`src/rtl/way_pkg.sv`:
```
// way_pkg: shared definitions for the way_bank cache-way slice.
//   state_t       : controller states (IDLE, ACCESS, RESP, SWEEP)
//   op_t          : access operation, encoded as {cmp, write}
//   *_DEF         : default parameter values used by way_bank and way_line_store
package way_pkg;

  localparam int unsigned TAG_W_DEF  = 5;
  localparam int unsigned WORD_W_DEF = 16;
  localparam int unsigned WORDS_DEF  = 4;
  localparam int unsigned SETS_DEF   = 8;

  typedef enum logic [1:0] {
    IDLE   = 2'd0,
    ACCESS = 2'd1,
    RESP   = 2'd2,
    SWEEP  = 2'd3
  } state_t;

  typedef enum logic [1:0] {
    READ      = 2'b00,
    FILL      = 2'b01,
    CMP_READ  = 2'b10,
    CMP_WRITE = 2'b11
  } op_t;

endpackage

```
`src/rtl/way_line_store.sv`:
```
// way_line_store: per-set tag/valid/dirty storage and per-word data storage for
// one cache way. One synchronous write port with per-field write enables and one
// asynchronous read port. Contents are not reset; the owner clears valid/dirty
// by sweeping.
//
// Optional build macro: WAY_BANK_PARITY_EN adds one even-parity bit per word,
// computed on every data write and returned on rd_par.
//
// Ports:
//   clk                         rising-edge clock
//   we_tag/we_data/we_valid/we_dirty  field write enables
//   wr_index, wr_word           write address (set, word)
//   wr_tag, wr_data             tag / word write values
//   wr_valid, wr_dirty          valid / dirty write values
//   rd_index, rd_word           read address (set, word)
//   rd_tag, rd_data             stored tag / selected word
//   rd_valid, rd_dirty          stored valid / dirty bits
//   rd_par                      stored parity of selected word (parity build only)
module way_line_store
  import way_pkg::*;
#(
  parameter int unsigned TAG_W  = TAG_W_DEF,
  parameter int unsigned WORD_W = WORD_W_DEF,
  parameter int unsigned WORDS  = WORDS_DEF,
  parameter int unsigned SETS   = SETS_DEF
) (
  input  logic                       clk,
  input  logic                       we_tag,
  input  logic                       we_data,
  input  logic                       we_valid,
  input  logic                       we_dirty,
  input  logic [$clog2(SETS)-1:0]    wr_index,
  input  logic [$clog2(WORDS)-1:0]   wr_word,
  input  logic [TAG_W-1:0]           wr_tag,
  input  logic [WORD_W-1:0]          wr_data,
  input  logic                       wr_valid,
  input  logic                       wr_dirty,
  input  logic [$clog2(SETS)-1:0]    rd_index,
  input  logic [$clog2(WORDS)-1:0]   rd_word,
  output logic [TAG_W-1:0]           rd_tag,
  output logic [WORD_W-1:0]          rd_data,
  output logic                       rd_valid,
  output logic                       rd_dirty
`ifdef WAY_BANK_PARITY_EN
  ,
  output logic                       rd_par
`endif
);

  logic [TAG_W-1:0]  tag_mem   [SETS];
  logic              valid_mem [SETS];
  logic              dirty_mem [SETS];
  logic [WORD_W-1:0] data_mem  [SETS][WORDS];
`ifdef WAY_BANK_PARITY_EN
  logic              par_mem   [SETS][WORDS];
`endif

  always_ff @(posedge clk) begin
    if (we_tag)   tag_mem[wr_index]   <= wr_tag;
    if (we_valid) valid_mem[wr_index] <= wr_valid;
    if (we_dirty) dirty_mem[wr_index] <= wr_dirty;
    if (we_data)  data_mem[wr_index][wr_word] <= wr_data;
  end

`ifdef WAY_BANK_PARITY_EN
  // Even parity: stored bit makes the XOR of word and parity zero.
  always_ff @(posedge clk) begin
    if (we_data) par_mem[wr_index][wr_word] <= ^wr_data;
  end

  assign rd_par = par_mem[rd_index][rd_word];
`endif

  assign rd_tag   = tag_mem[rd_index];
  assign rd_valid = valid_mem[rd_index];
  assign rd_dirty = dirty_mem[rd_index];
  assign rd_data  = data_mem[rd_index][rd_word];

endmodule

```
`src/rtl/way_bank.sv`:
```
// way_bank: one way of a set-associative cache. Accepts four-phase access
// requests (read, fill, compare-read, compare-write) and flush requests that
// invalidate every set with a one-set-per-cycle sweep. Reset also runs a sweep,
// which returns to IDLE without acknowledging.
//
// Optional build macro: WAY_BANK_PARITY_EN adds per-word parity storage and the
// parity_err output.
//
// Ports:
//   clk, rst        rising-edge clock, synchronous active-high reset
//   enable          access request (level, held until ack, released after)
//   flush           invalidate-all request (level, held until ack)
//   cmp, write      operation select {cmp,write}
//   index, word     set and word select
//   tag, data_in    request tag and write data
//   valid_in        valid bit stored by a fill
//   hit             compare hit (RESP only)
//   dirty, valid    line dirty / valid bits (post-write)
//   tag_out         stored tag (post-write)
//   data_out        selected word (post-write)
//   ack             request complete (RESP)
//   busy            sweep in progress
//   parity_err      selected word failed parity check (parity build, RESP only)
module way_bank
  import way_pkg::*;
#(
  parameter int unsigned TAG_W  = TAG_W_DEF,
  parameter int unsigned WORD_W = WORD_W_DEF,
  parameter int unsigned WORDS  = WORDS_DEF,
  parameter int unsigned SETS   = SETS_DEF
) (
  input  logic                     clk,
  input  logic                     rst,
  input  logic                     enable,
  input  logic                     flush,
  input  logic                     cmp,
  input  logic                     write,
  input  logic [$clog2(SETS)-1:0]  index,
  input  logic [$clog2(WORDS)-1:0] word,
  input  logic [TAG_W-1:0]         tag,
  input  logic [WORD_W-1:0]        data_in,
  input  logic                     valid_in,
  output logic                     hit,
  output logic                     dirty,
  output logic                     valid,
  output logic [TAG_W-1:0]         tag_out,
  output logic [WORD_W-1:0]        data_out,
  output logic                     ack,
  output logic                     busy
`ifdef WAY_BANK_PARITY_EN
  ,
  output logic                     parity_err
`endif
);

  localparam int unsigned IDX_W = $clog2(SETS);
  localparam int unsigned WRD_W = $clog2(WORDS);
  localparam logic [IDX_W-1:0] LAST_SET = IDX_W'(SETS - 1);

  state_t state_q, state_d;

  // Captured request
  logic [IDX_W-1:0]  idx_q;
  logic [WRD_W-1:0]  wrd_q;
  logic [TAG_W-1:0]  tag_q;
  logic [WORD_W-1:0] data_q;
  logic              vin_q;
  op_t               op_q;

  logic [IDX_W-1:0]  cnt_q;
  logic              rst_sweep_q;   // current sweep was started by reset
  logic              resp_sweep_q;  // current RESP acknowledges a flush
  logic              hit_q;

  // Store interface
  logic              we_tag, we_data, we_valid, we_dirty;
  logic [IDX_W-1:0]  wr_index;
  logic              wr_valid, wr_dirty;
  logic [TAG_W-1:0]  rd_tag;
  logic [WORD_W-1:0] rd_data;
  logic              rd_valid, rd_dirty;
`ifdef WAY_BANK_PARITY_EN
  logic              rd_par;
  logic              perr_q;
`endif

  logic hit_now;
  logic word_write;

  way_line_store #(
    .TAG_W (TAG_W),
    .WORD_W(WORD_W),
    .WORDS (WORDS),
    .SETS  (SETS)
  ) u_store (
    .clk     (clk),
    .we_tag  (we_tag),
    .we_data (we_data),
    .we_valid(we_valid),
    .we_dirty(we_dirty),
    .wr_index(wr_index),
    .wr_word (wrd_q),
    .wr_tag  (tag_q),
    .wr_data (data_q),
    .wr_valid(wr_valid),
    .wr_dirty(wr_dirty),
    .rd_index(idx_q),
    .rd_word (wrd_q),
    .rd_tag  (rd_tag),
    .rd_data (rd_data),
    .rd_valid(rd_valid),
    .rd_dirty(rd_dirty)
`ifdef WAY_BANK_PARITY_EN
    ,
    .rd_par  (rd_par)
`endif
  );

  // Compare result against the pre-write line contents.
  assign hit_now    = op_q[1] && rd_valid && (rd_tag == tag_q);
  assign word_write = (op_q == FILL) || ((op_q == CMP_WRITE) && hit_now);

  always_comb begin
    state_d  = state_q;
    we_tag   = 1'b0;
    we_data  = 1'b0;
    we_valid = 1'b0;
    we_dirty = 1'b0;
    wr_index = idx_q;
    wr_valid = 1'b0;
    wr_dirty = 1'b0;

    unique case (state_q)
      IDLE: begin
        if (enable)     state_d = ACCESS;
        else if (flush) state_d = SWEEP;
      end
      ACCESS: begin
        state_d = RESP;
        if (op_q == FILL) begin
          we_tag   = 1'b1;
          we_data  = 1'b1;
          we_valid = 1'b1;
          we_dirty = 1'b1;
          wr_valid = vin_q;
          wr_dirty = 1'b0;
        end else if ((op_q == CMP_WRITE) && hit_now) begin
          we_data  = 1'b1;
          we_dirty = 1'b1;
          wr_dirty = 1'b1;
        end
      end
      RESP: begin
        if (resp_sweep_q ? !flush : !enable) state_d = IDLE;
      end
      SWEEP: begin
        wr_index = cnt_q;
        we_valid = 1'b1;
        we_dirty = 1'b1;
        if (cnt_q == LAST_SET) state_d = rst_sweep_q ? IDLE : RESP;
      end
      default: state_d = IDLE;
    endcase

    // Reset discards whatever write the current state would have made.
    if (rst) begin
      we_tag   = 1'b0;
      we_data  = 1'b0;
      we_valid = 1'b0;
      we_dirty = 1'b0;
    end
  end

  always_ff @(posedge clk) begin
    if (rst) begin
      state_q      <= SWEEP;
      cnt_q        <= '0;
      rst_sweep_q  <= 1'b1;
      resp_sweep_q <= 1'b0;
      hit_q        <= 1'b0;
      dirty        <= 1'b0;
      valid        <= 1'b0;
      tag_out      <= '0;
      data_out     <= '0;
      idx_q        <= '0;
      wrd_q        <= '0;
      tag_q        <= '0;
      data_q       <= '0;
      vin_q        <= 1'b0;
      op_q         <= READ;
`ifdef WAY_BANK_PARITY_EN
      perr_q       <= 1'b0;
`endif
    end else begin
      state_q <= state_d;
      unique case (state_q)
        IDLE: begin
          if (enable) begin
            idx_q  <= index;
            wrd_q  <= word;
            tag_q  <= tag;
            data_q <= data_in;
            vin_q  <= valid_in;
            op_q   <= op_t'({cmp, write});
          end else if (flush) begin
            cnt_q       <= '0;
            rst_sweep_q <= 1'b0;
          end
        end
        ACCESS: begin
          // Outputs are latched with the values the line holds after this write.
          resp_sweep_q <= 1'b0;
          hit_q        <= hit_now;
          tag_out      <= (op_q == FILL) ? tag_q : rd_tag;
          data_out     <= word_write ? data_q : rd_data;
          valid        <= (op_q == FILL) ? vin_q : rd_valid;
          dirty        <= (op_q == FILL) ? 1'b0 : (word_write ? 1'b1 : rd_dirty);
`ifdef WAY_BANK_PARITY_EN
          perr_q       <= word_write ? 1'b0 : ((^rd_data) ^ rd_par);
`endif
        end
        RESP: begin
          if (state_d == IDLE) begin
            hit_q <= 1'b0;
`ifdef WAY_BANK_PARITY_EN
            perr_q <= 1'b0;
`endif
          end
        end
        SWEEP: begin
          if (cnt_q != LAST_SET) cnt_q <= cnt_q + 1'b1;
          else                   resp_sweep_q <= 1'b1;
        end
        default: ;
      endcase
    end
  end

  assign hit  = hit_q;
  assign ack  = (state_q == RESP);
  assign busy = (state_q == SWEEP);
`ifdef WAY_BANK_PARITY_EN
  assign parity_err = perr_q;
`endif

endmodule

```
`config.mk`:
```
export PLATFORM = sky130hd
export DESIGN_NAME = way_bank
export DESIGN_NICKNAME = d
export VERILOG_FILES = /design/src/rtl/way_pkg.sv /design/src/rtl/way_line_store.sv /design/src/rtl/way_bank.sv
export SDC_FILE = /design/constraint.sdc
export NUM_CORES = 1
export LEC_CHECK = 0
export BUFFER_PORTS_ARGS = -buffer_cell sky130_fd_sc_hd__buf_4
export CAP_MARGIN = 10
export CORE_MARGIN = 4
export CORE_UTILIZATION = 45
export CTS_CLUSTER_DIAMETER = 50
export DETAILED_ROUTE_END_ITERATION = 8
export GPL_TIMING_DRIVEN = 0
export SETUP_SLACK_MARGIN = 0.5
export SYNTH_ARGS = -nofsm -noshare
export SYNTH_HDL_FRONTEND = slang
export SYNTH_HIERARCHICAL = 1
export SYNTH_SLANG_ARGS = --single-unit
```
`constraint.sdc`:
```
create_clock -name clk -period 7 [get_ports clk]
set_clock_uncertainty 0.1 [all_clocks]
set_input_delay 0.35 -clock clk [delete_from_list [all_inputs] [get_ports clk]]
set_output_delay 0.35 -clock clk [all_outputs]
set_load 0.02 [all_outputs]
```
==> results of run 1 <==
[through the flow]
step	cell area [um2]	hold slack, ps	cells	utilization, %
CTS	29100	47.49	2521	52.82
global placement	26430	359.7	2355	47.97
detailed placement	26690	375.2	2370	48.44
floorplan	25070	339.3	1550	-
finish	29160	95.37	2524	52.92
global route	29150	67.00	2523	52.92
[logic make-up (layout without fill, tap and decap cells)]
group | after synthesis | in the layout
and+or+nand+nor | 311 | 311
adders and majority gates | 2 | 2
other | 0 | 1
DFF | 628 | 628
AOI/OAI and AO/OA | 208 | 208
xor gates and xnor gates | 5 | 5
buffers and inverters | 99 | 324
muxes | 297 | 297
[cell usage in the layout (no fill, tap or decap), types with 24 or more instances in the layout]
cell and instances:
sky130_fd_sc_hd__a22oi_1 64, sky130_fd_sc_hd__edfxtp_1 568, sky130_fd_sc_hd__buf_4 86, sky130_fd_sc_hd__nand3_1 37, sky130_fd_sc_hd__a21oi_1 67, sky130_fd_sc_hd__clkbuf_1 52, sky130_fd_sc_hd__nor2_1 41, sky130_fd_sc_hd__clkbuf_16 71
sky130_fd_sc_hd__mux2i_1 272, sky130_fd_sc_hd__a22o_1 32, sky130_fd_sc_hd__dfxtp_1 47, sky130_fd_sc_hd__dlygate4sd3_1 30, sky130_fd_sc_hd__nor2_2 24, sky130_fd_sc_hd__nand2_1 108
[worst min-delay path, stage by stage]
cell	delay (ps)
sky130_fd_sc_hd__buf_4	120
sky130_fd_sc_hd__o21ai_0	90
sky130_fd_sc_hd__or3b_2	180
[area by class of cell]
| class | count | area (um2) | area share [%] |
|---|---|---|---|
| Tap cell | 748 | 935.9 | 3.210 |
| Inverter | 2 | 7.507 | 0.02575 |
| Antenna cell | 1 | 2.502 | 0.008583 |
| Buffer | 97 | 650.6 | 2.231 |
| Clock buffer | 97 | 1914 | 6.566 |
| Multi-Input combinational cell | 823 | 6211 | 21.30 |
| Clock inverter | 24 | 196.4 | 0.6737 |
| Sequential cell | 628 | 18270 | 62.67 |
| Timing Repair Buffer | 104 | 964.7 | 3.309 |
[layer usage]
layer	part of all wire, %	wire (um)	vias up	track usage [%]
met2	49	31810	436	35.69
li1	-	-	6389	-
met5	0.023	15	-	0
met1	43	28340	7377	30.56
met3	5.8	3789	88	3.914
met4	2.0	1333	2	5.502
[registers in the layout, indices dropped and copies added (netlist names), 3 cells and up]
signal	count
data_q	16
tag_q	5
cnt_q	3
data_out	16
u_store/data_mem	512
u_store/dirty_mem	8
u_store/valid_mem	8
idx_q	3
u_store/tag_mem	40
tag_out	5
[path summary, 6_finish.rpt]
check	depth (start not counted)	from	to
worst min-delay path	3	enable	state_q[0]
worst min register to register	2	hit	hit
worst max-delay path	14	idx_q[1]	u_store/data_mem[4][55]
worst max register to register	14	idx_q[1]	u_store/data_mem[4][55]
[power by group through the flow]
stage / Combinational [mW] / Clock [mW] / Sequential (mW)
final: 0.104 / 3.40 / 4.04
after global routing: 0.111 / 3.63 / 4.04
after CTS: 0.103 / 3.46 / 4.04
after detailed placement: 0.0892 / 0 / 4.12
after global placement: 0.0863 / 0 / 4.12
after floorplan: 0.0424 / 0 / 4.12
[repair_timing]
action                    CTS  global route
buffers inserted            0             0
hold endpoints to repair   30             0
hold buffers               30             0
==> PnR_summary.wiki, run 1 <==
{| class="wikitable"
! Metric !! Value
|-
| Slack of the worst reg-to-reg path || 1500 ps
|-
| Maximum count of clock buffers along a single path || 3
|-
| Worst vdd rail ir drop || around 0.23 mV
|-
| Top cells by area, synth || sky130_fd_sc_hd__edfxtp_1, sky130_fd_sc_hd__mux2i_1, sky130_fd_sc_hd__dfxtp_1
|-
| Number of flops mapped to enable cells by yosys || 568
|-
| Rows || 86
|-
| Pins Over Slew Limit || 0
|-
| Worst relative slew slack || between 30% and 40%
|-
| Proportion of power drawn by flip-flops and latches || 53.6%
|-
| Post-synthesis mux area share || 12.70%
|-
| Number of resized instances in the post-cts repair step || 0
|-
| Net count, final || roughly 1,800
|-
| RSZ-0062 raised after global routing || no
|-
| Final Worst Setup Slack || 1496 ps
|-
| Worst setup EP type || flip-flop
|-
| Proportion of layout cells with a drive suffix above 1 || 16.62%
|-
| Core area || 55,090 um2
|-
| Detail-routed via count per cell || 5.662
|-
| Post-synthesis net count || 1,585
|-
| Vias in the first global route || between 10,000 and 15,000
|-
| Power density over the cells || 258.6 nW/um2
|-
| HPWL after detailed placement || approximately 42,000 um
|-
| Class of the most critical setup path || reg -> reg
|-
| Clock group share of total power || 45.1%
|-
| Worst endpoint required time || between 7000 and 8000 ps
|-
| Post-synthesis compound-gate area fraction || 5.690%
|-
| Seq cells post-synth || 628
|-
| Number of sinks handled by clock tree synthesis || 628
|-
| Actual slew at the worst max-slew pin || between 1000 and 1500 ps
|-
| Portion of the post-synthesis area used by sequential elements || 72.84%
|-
| Synth cell types || 46
|-
| Number of detailed-routing iterations run before antenna repair || 5
|-
| Starting DRC count in detailed routing || around 1,400
|-
| Horizontal die dimension || 244.0 um
|-
| Synthesized netlist cell count || 1,550
|-
| Total CTS buffers || 67
|-
| Parity-gate share of the synthesized area counting xor and xnor cells || 0.1747%
|-
| I/O pin count || 59
|-
| Fraction of the mapped netlist area in adder cells || 0.09983%
|-
| Bufs and invs on worst path || 6
|-
| Area Growth Syn to Fin || 16.32%
|-
| Clock Root Buffer || sky130_fd_sc_hd__clkbuf_16
|-
| Clock slew at reported path FFs || 60 ps
|-
| Clk Latency, worst-skew pair || 590 ps
|-
| Total of warnings raised by yosys || 6
|-
| Upper clock frequency limit || 181.7 MHz
|-
| Crit path max fanout || 16
|-
| Prevailing post-synth register cell || sky130_fd_sc_hd__edfxtp_1
|-
| Effective utilization at floorplan || 45.50%
|-
| Cell family contributing the most delay on the critical path || simple AND/OR/NAND/NOR gates
|-
| Async set-reset flop share out of synthesis || 0%
|-
| DP Worst Slack || 1579 ps
|-
| Final period utilization || 78.63%
|-
| Combinational share of power || 1.4%
|-
| Average footprint of a synthesized cell || 16.17 um2
|-
| Crit path arrival time || between 5000 and 6000 ps
|-
| Clock tree from TritonCTS || done
|-
| Post-DR wirelength/cell || 25.87 um
|-
| DRC Markers || 0
|-
| Via Count || 14,290
|-
| Die Footprint || 59,540 um2
|-
| P_sw || between 1 and 1.5 mW
|-
| Crit path time final || 5504 ps
|-
| FILL cells || around 4,600
|-
| Type of origin of the critical path || flip-flop
|-
| Worst-path cell chain || buf_4 > buf_6 > buf_4 > mux4_2 > mux2_2 > xnor2_1 > and3_1 > a41oi_2 > buf_6 > buf_12 > nor3_1 > or3b_2 > clkbuf_1 > nor2_2
|-
| Leakage power figure || 8.823 nW
|-
| Dominant combinational cell family by area after synthesis || multiplexers
|-
| Cell with the most instances after synthesis || sky130_fd_sc_hd__edfxtp_1
|-
| Chip Height || ~240 um
|-
| Pin count of the biggest net entering global routing || 35
|-
| Initial antenna violation count || 1
|-
| Commonest cells post-synth || sky130_fd_sc_hd__edfxtp_1, sky130_fd_sc_hd__mux2i_1, sky130_fd_sc_hd__nand2_1, sky130_fd_sc_hd__a21oi_1, sky130_fd_sc_hd__nor2_1
|-
| Cell at the slowest stage of the critical path || sky130_fd_sc_hd__nor2_2
|-
| Setup TNS || 0 ps
|-
| Total Power Consumption || 7.540 mW
|-
| Switching power as a share of total power || 19.25%
|-
| Internal power summed over all cells || 6.088 mW
|-
| Delay of the slowest cell on the worst path || 860 ps
|-
| Quantity of I/O buffers inserted on ports || 57
|-
| Aggregate global routing overflow || 0
|-
| Number of maximum-capacitance constraint violations || 0
|-
| Final Setup Violations || 0
|-
| Area share of the largest cell type after synthesis || around two thirds
|-
| Antenna-violating nets left || 0
|-
| Total global routing track utilization || between 20% and 30%
|-
| Count of final hold-check violations || 0
|-
| Type of the worst min-delay path || in -> reg
|-
| Total Routed Length || about 65,000 um
|-
| Library cell with the largest summed area after synthesis || sky130_fd_sc_hd__edfxtp_1
|-
| First-pass GRT wire length || 94,270 um
|-
| RePlAce Congestion || 0.8452
|-
| Basic-gate share of the synthesized area counting and, or, nand and nor cells || 5.870%
|-
| Cell area after technology mapping || between 20,000 and 30,000 um2
|-
| Outcome || finished, final reports clean
|-
| Maximum level of the CTS H-tree || 3
|}
Power figures use the tool's default switching activity.
==> run 2: changes to the inputs <==
- ABC_AREA: default -> 1
- clock period: 7 -> 5.4 ns (I/O delays scaled with it)
==> PnR_summary.wiki, run 2 <==
{| class="wikitable"
! Metric !! Value
|-
| Pins Over Slew Limit || 0 (unchanged)
|-
| Area share of the largest cell type after synthesis || 65.55% (-2.5 points)
|-
| Portion of the post-synthesis area used by sequential elements || 70.16% (-2.7 points)
|-
| Outcome || finished, final reports clean
|-
| Flip-flop count of the largest register after layout || 512 (unchanged)
|-
| Seq cells post-synth || 628 (unchanged)
|-
| Class of the most critical setup path || reg -> reg
|-
| Top reg by flops || u_store/data_mem
|-
| Area Growth Syn to Fin || 17.15%
|-
| HPWL after detailed placement || 51,570 um (+23%)
|-
| Leakage power figure || 11.46 nW (+30%)
|-
| FILL cells || 4,873 (+6.5%)
|-
| Actual slew at the worst max-slew pin || 1008 ps (-33.19 ps)
|-
| Async set-reset flop share out of synthesis || 0% (unchanged)
|-
| Total of warnings raised by yosys || 6 (unchanged)
|-
| Number of sinks handled by clock tree synthesis || 628 (unchanged)
|-
| DRC Markers || 0 (unchanged)
|-
| I/O pin count || 59 (unchanged)
|-
| Antenna-violating nets left || 0 (unchanged)
|-
| Cell with the most instances after synthesis || sky130_fd_sc_hd__nand2_1
|-
| First-pass GRT wire length || 113,300 um (+20%)
|-
| Crit path time final || 4749 ps (-754.7 ps)
|-
| Most common library cell in the layout ignoring fill and taps || sky130_fd_sc_hd__nand2_1
|-
| RePlAce Congestion || 1.099 (+30%)
|-
| Proportion of layout cells with a drive suffix above 1 || 13.79% (-2.8 points)
|-
| Power density over the cells || 323.6 nW/um2 (+25%)
|-
| Slack of the worst reg-to-reg path || 650 ps (-850 ps)
|-
| Clk Latency, worst-skew pair || 640 ps (+50 ps)
|-
| Post-Route Utilization || 53.65% (+0.72 points)
|-
| Type of origin of the critical path || flip-flop
|-
| Detail-routed via count per cell || 5.517 (-2.6%)
|-
| Library cell with the largest summed area after synthesis || sky130_fd_sc_hd__edfxtp_1
|-
| Worst-path cell chain || buf_4 > buf_4 > buf_4 > o21ai_0 > o21ai_0 > a21oi_1 > a31oi_1 > inv_1 > nand2_1 > nand2_1 > nor2_2 > nand4_4 > nand2_4 > buf_6 > nand2_2 > nor2_2 > nand3_2 > nor2_2 > buf_6
|-
| Total Routed Length || 76,900 um (+18%)
|-
| Crit path arrival time || 4990 ps (-610 ps)
|-
| Min-Delay Endpoint || op_q[1]
|-
| Effective utilization at floorplan || 45.79% (+0.30 points)
|-
| Number of maximum-capacitance constraint violations || 0 (unchanged)
|-
| Initial antenna violation count || 0 (-1)
|-
| Delay of the slowest cell on the worst path || 520 ps (-340 ps)
|-
| Commonest cells after routing, fill and taps aside || sky130_fd_sc_hd__nand2_1, sky130_fd_sc_hd__edfxtp_1, sky130_fd_sc_hd__nand3_1, sky130_fd_sc_hd__nor2_1, sky130_fd_sc_hd__buf_4
|-
| Worst endpoint required time || 5640 ps (-1460 ps)
|-
| Core area || 56,820 um2 (+3.1%)
|-
| Worst R2R End || u_store/data_mem[5][38]
|-
| Type of the worst min-delay path || in -> reg
|-
| Count of final hold-check violations || 0 (unchanged)
|-
| Upper clock frequency limit || 210.6 MHz (+16%)
|-
| Prevailing post-synth register cell || sky130_fd_sc_hd__edfxtp_1
|-
| Via Count || 18,420 (+29%)
|-
| Synthesized netlist cell count || 2,342 (+51%)
|-
| Die Footprint || 61,740 um2 (+3.7%)
|-
| Number of flops mapped to enable cells by yosys || 568 (unchanged)
|-
| Clock slew at reported path FFs || 70 ps (about the same)
|-
| Vias in the first global route || 17,390 (+24%)
|-
| Worst vdd rail ir drop || 0.3531 mV (+56%)
|-
| Largest registers ranked by flip-flop count || u_store/data_mem: 512 flops, u_store/tag_mem: 40 flops
|-
| Setup TNS || 0 ps (unchanged)
|-
| Maximum level of the CTS H-tree || 2 (-1)
|-
| Combined area of the multi-input logic cells || 6646 um2 (+7.0%)
|-
| Post-DR wirelength/cell || 23.03 um (-11%)
|-
| Clock tree from TritonCTS || done
|-
| R2R depth || 19 (+5)
|-
| Average footprint of a synthesized cell || 11.11 um2 (-31%)
|-
| Worst relative slew slack || 32.82% (+2.3 points)
|-
| Horizontal die dimension || 248.5 um (+1.8%)
|-
| Final period utilization || 87.95% (+9.3 points)
|-
| Chip Height || 248.5 um (+1.8%)
|-
| Net count, final || 2,564 (+46%)
|-
| RSZ-0062 raised after global routing || yes
|-
| Aggregate global routing overflow || 0 (unchanged)
|-
| Cell at the slowest stage of the critical path || sky130_fd_sc_hd__nor2_2
|-
| Quantity of I/O buffers inserted on ports || 57 (unchanged)
|-
| Commonest cells post-synth || sky130_fd_sc_hd__nand2_1, sky130_fd_sc_hd__edfxtp_1, sky130_fd_sc_hd__nand3_1, sky130_fd_sc_hd__nor2_1, sky130_fd_sc_hd__o21ai_0
|-
| Crit path max fanout || 10 (-6)
|-
| Pin count of the biggest net entering global routing || 34 (-2.9%)
|-
| Cell area after technology mapping || 26,020 um2 (+3.8%)
|-
| Hold depth || 4 (+1)
|-
| Total CTS buffers || 60 (-10%)
|-
| Total global routing track utilization || 24.32% (+2.5 points)
|-
| Clock Root Buffer || sky130_fd_sc_hd__clkbuf_16
|-
| Final Setup Violations || 0 (unchanged)
|-
| Maximum count of clock buffers along a single path || 3 (unchanged)
|-
| Top cells by area, synth || sky130_fd_sc_hd__edfxtp_1, sky130_fd_sc_hd__nand2_1, sky130_fd_sc_hd__nand3_1
|-
| Worst flop-to-flop path startpoint || idx_q[1]
|-
| Synth cell types || 32 (-30%)
|-
| Number of detailed-routing iterations run before antenna repair || 6 (+1)
|-
| Flip-flop and latch area || 18,270 um2 (about the same)
|-
| Rows || 87 (+1.2%)
|-
| Worst setup EP type || flip-flop
|-
| Post-synthesis net count || 2,377 (+50%)
|-
| Starting DRC count in detailed routing || 2,115 (+56%)
|-
| Hold Path Origin || cmp
|}
-- run 2: changes by cell type after synthesis, moves of 55 or more --
cell	previous run	this run
sky130_fd_sc_hd__nand3_1	37	433
sky130_fd_sc_hd__a22oi_1	64	0
sky130_fd_sc_hd__o21ai_0	1	61
sky130_fd_sc_hd__inv_1	2	58
sky130_fd_sc_hd__nand2_1	108	831
sky130_fd_sc_hd__nor2_1	65	120
sky130_fd_sc_hd__mux2i_1	272	0
-- run 2: worst max path at each step --
stage              from                       to  slack, ps  depth (start not counted)
6_report       idx_q[1]  u_store/data_mem[5][38]        650                         19
3_5_place_dp   idx_q[1]  u_store/data_mem[5][20]        380                         18
4_1_cts        idx_q[1]  u_store/data_mem[5][16]        370                         18
3_3_place_gp   idx_q[1]  u_store/data_mem[2][59]        -40                         18
2_1_floorplan  idx_q[0]   u_store/data_mem[7][0]       1730                         20
5_1_grt        idx_q[1]  u_store/data_mem[2][47]        450                         19
-- run 2: power breakdown --
part	internal, mW	switching [mW]	total, mW
Combinational	0.0946	0.260	0.355
Sequential	5.25	0.0191	5.27
Clock	2.43	1.81	4.24
Total	7.78	2.09	9.86
-- run 2: worst max-delay path, delay by kind of cell (launching register included) --
kind / cells / cell delay, ps
buffers and inverters: 6 / 1300
flip-flops: 1 / 360
AO/OA/AOI/OAI: 4 / 670
AND/OR/NAND/NOR: 9 / 2030
-- run 2: metal layers --
metal  global-route usage (%)  up-vias  routed length (um)
li1                         -     8442                   -
met1                    35.86     8953               32870
met2                    37.84      907               34820
met5                        0        -                   0
met4                    6.475        0                2026
met3                    4.054      118                7181
-- run 2: repair_timing --
| action | 4_1_cts | 5_1_grt |
|---|---|---|
| hold buffers | 33 | 0 |
| gates resized for setup | 4 | 23 |
| endpoints found under the hold margin | 34 | 0 |
| setup buffers | 0 | 1 |
| setup endpoints to repair | 71 | 457 |
-- run 2: per-stage QoR --
step	cells	total power, mW	setup slack, ps	hold WS, ps	cell area [um2]
after floorplan	2342	5.533	1731	297.3	26020
after global placement	3155	5.666	-41.99	331.4	27400
after detailed placement	3188	5.691	383.3	338.9	28010
after CTS	3335	9.896	366.9	299.1	30330
after global routing	3337	10.15	454.6	366.7	30480
final	3339	9.865	650.7	342.7	30480
-- run 2: cell families (layout without fill, tap and decap cells) --
logic type | after synthesis | in the layout | share of synthesized area [%]
compound gates | 112 | 112 | 2.270
fa+ha+maj | 2 | 2 | 0.09615
buf+inv | 204 | 443 | 5.005
flops | 628 | 628 | 70.16
other cells | 0 | 2 | 0
simple gates | 1396 | 1396 | 22.46
-- run 2: final cells by class --
cell class,count,area share [%]
timing repair buffer,125,4.392
multi-input combinational,1510,21.80
buffer,135,3.407
clock buffer,74,5.237
antenna,2,0.01642
tap,756,3.103
inverter,69,0.8661
clock inverter,40,1.235
sequential,628,59.94
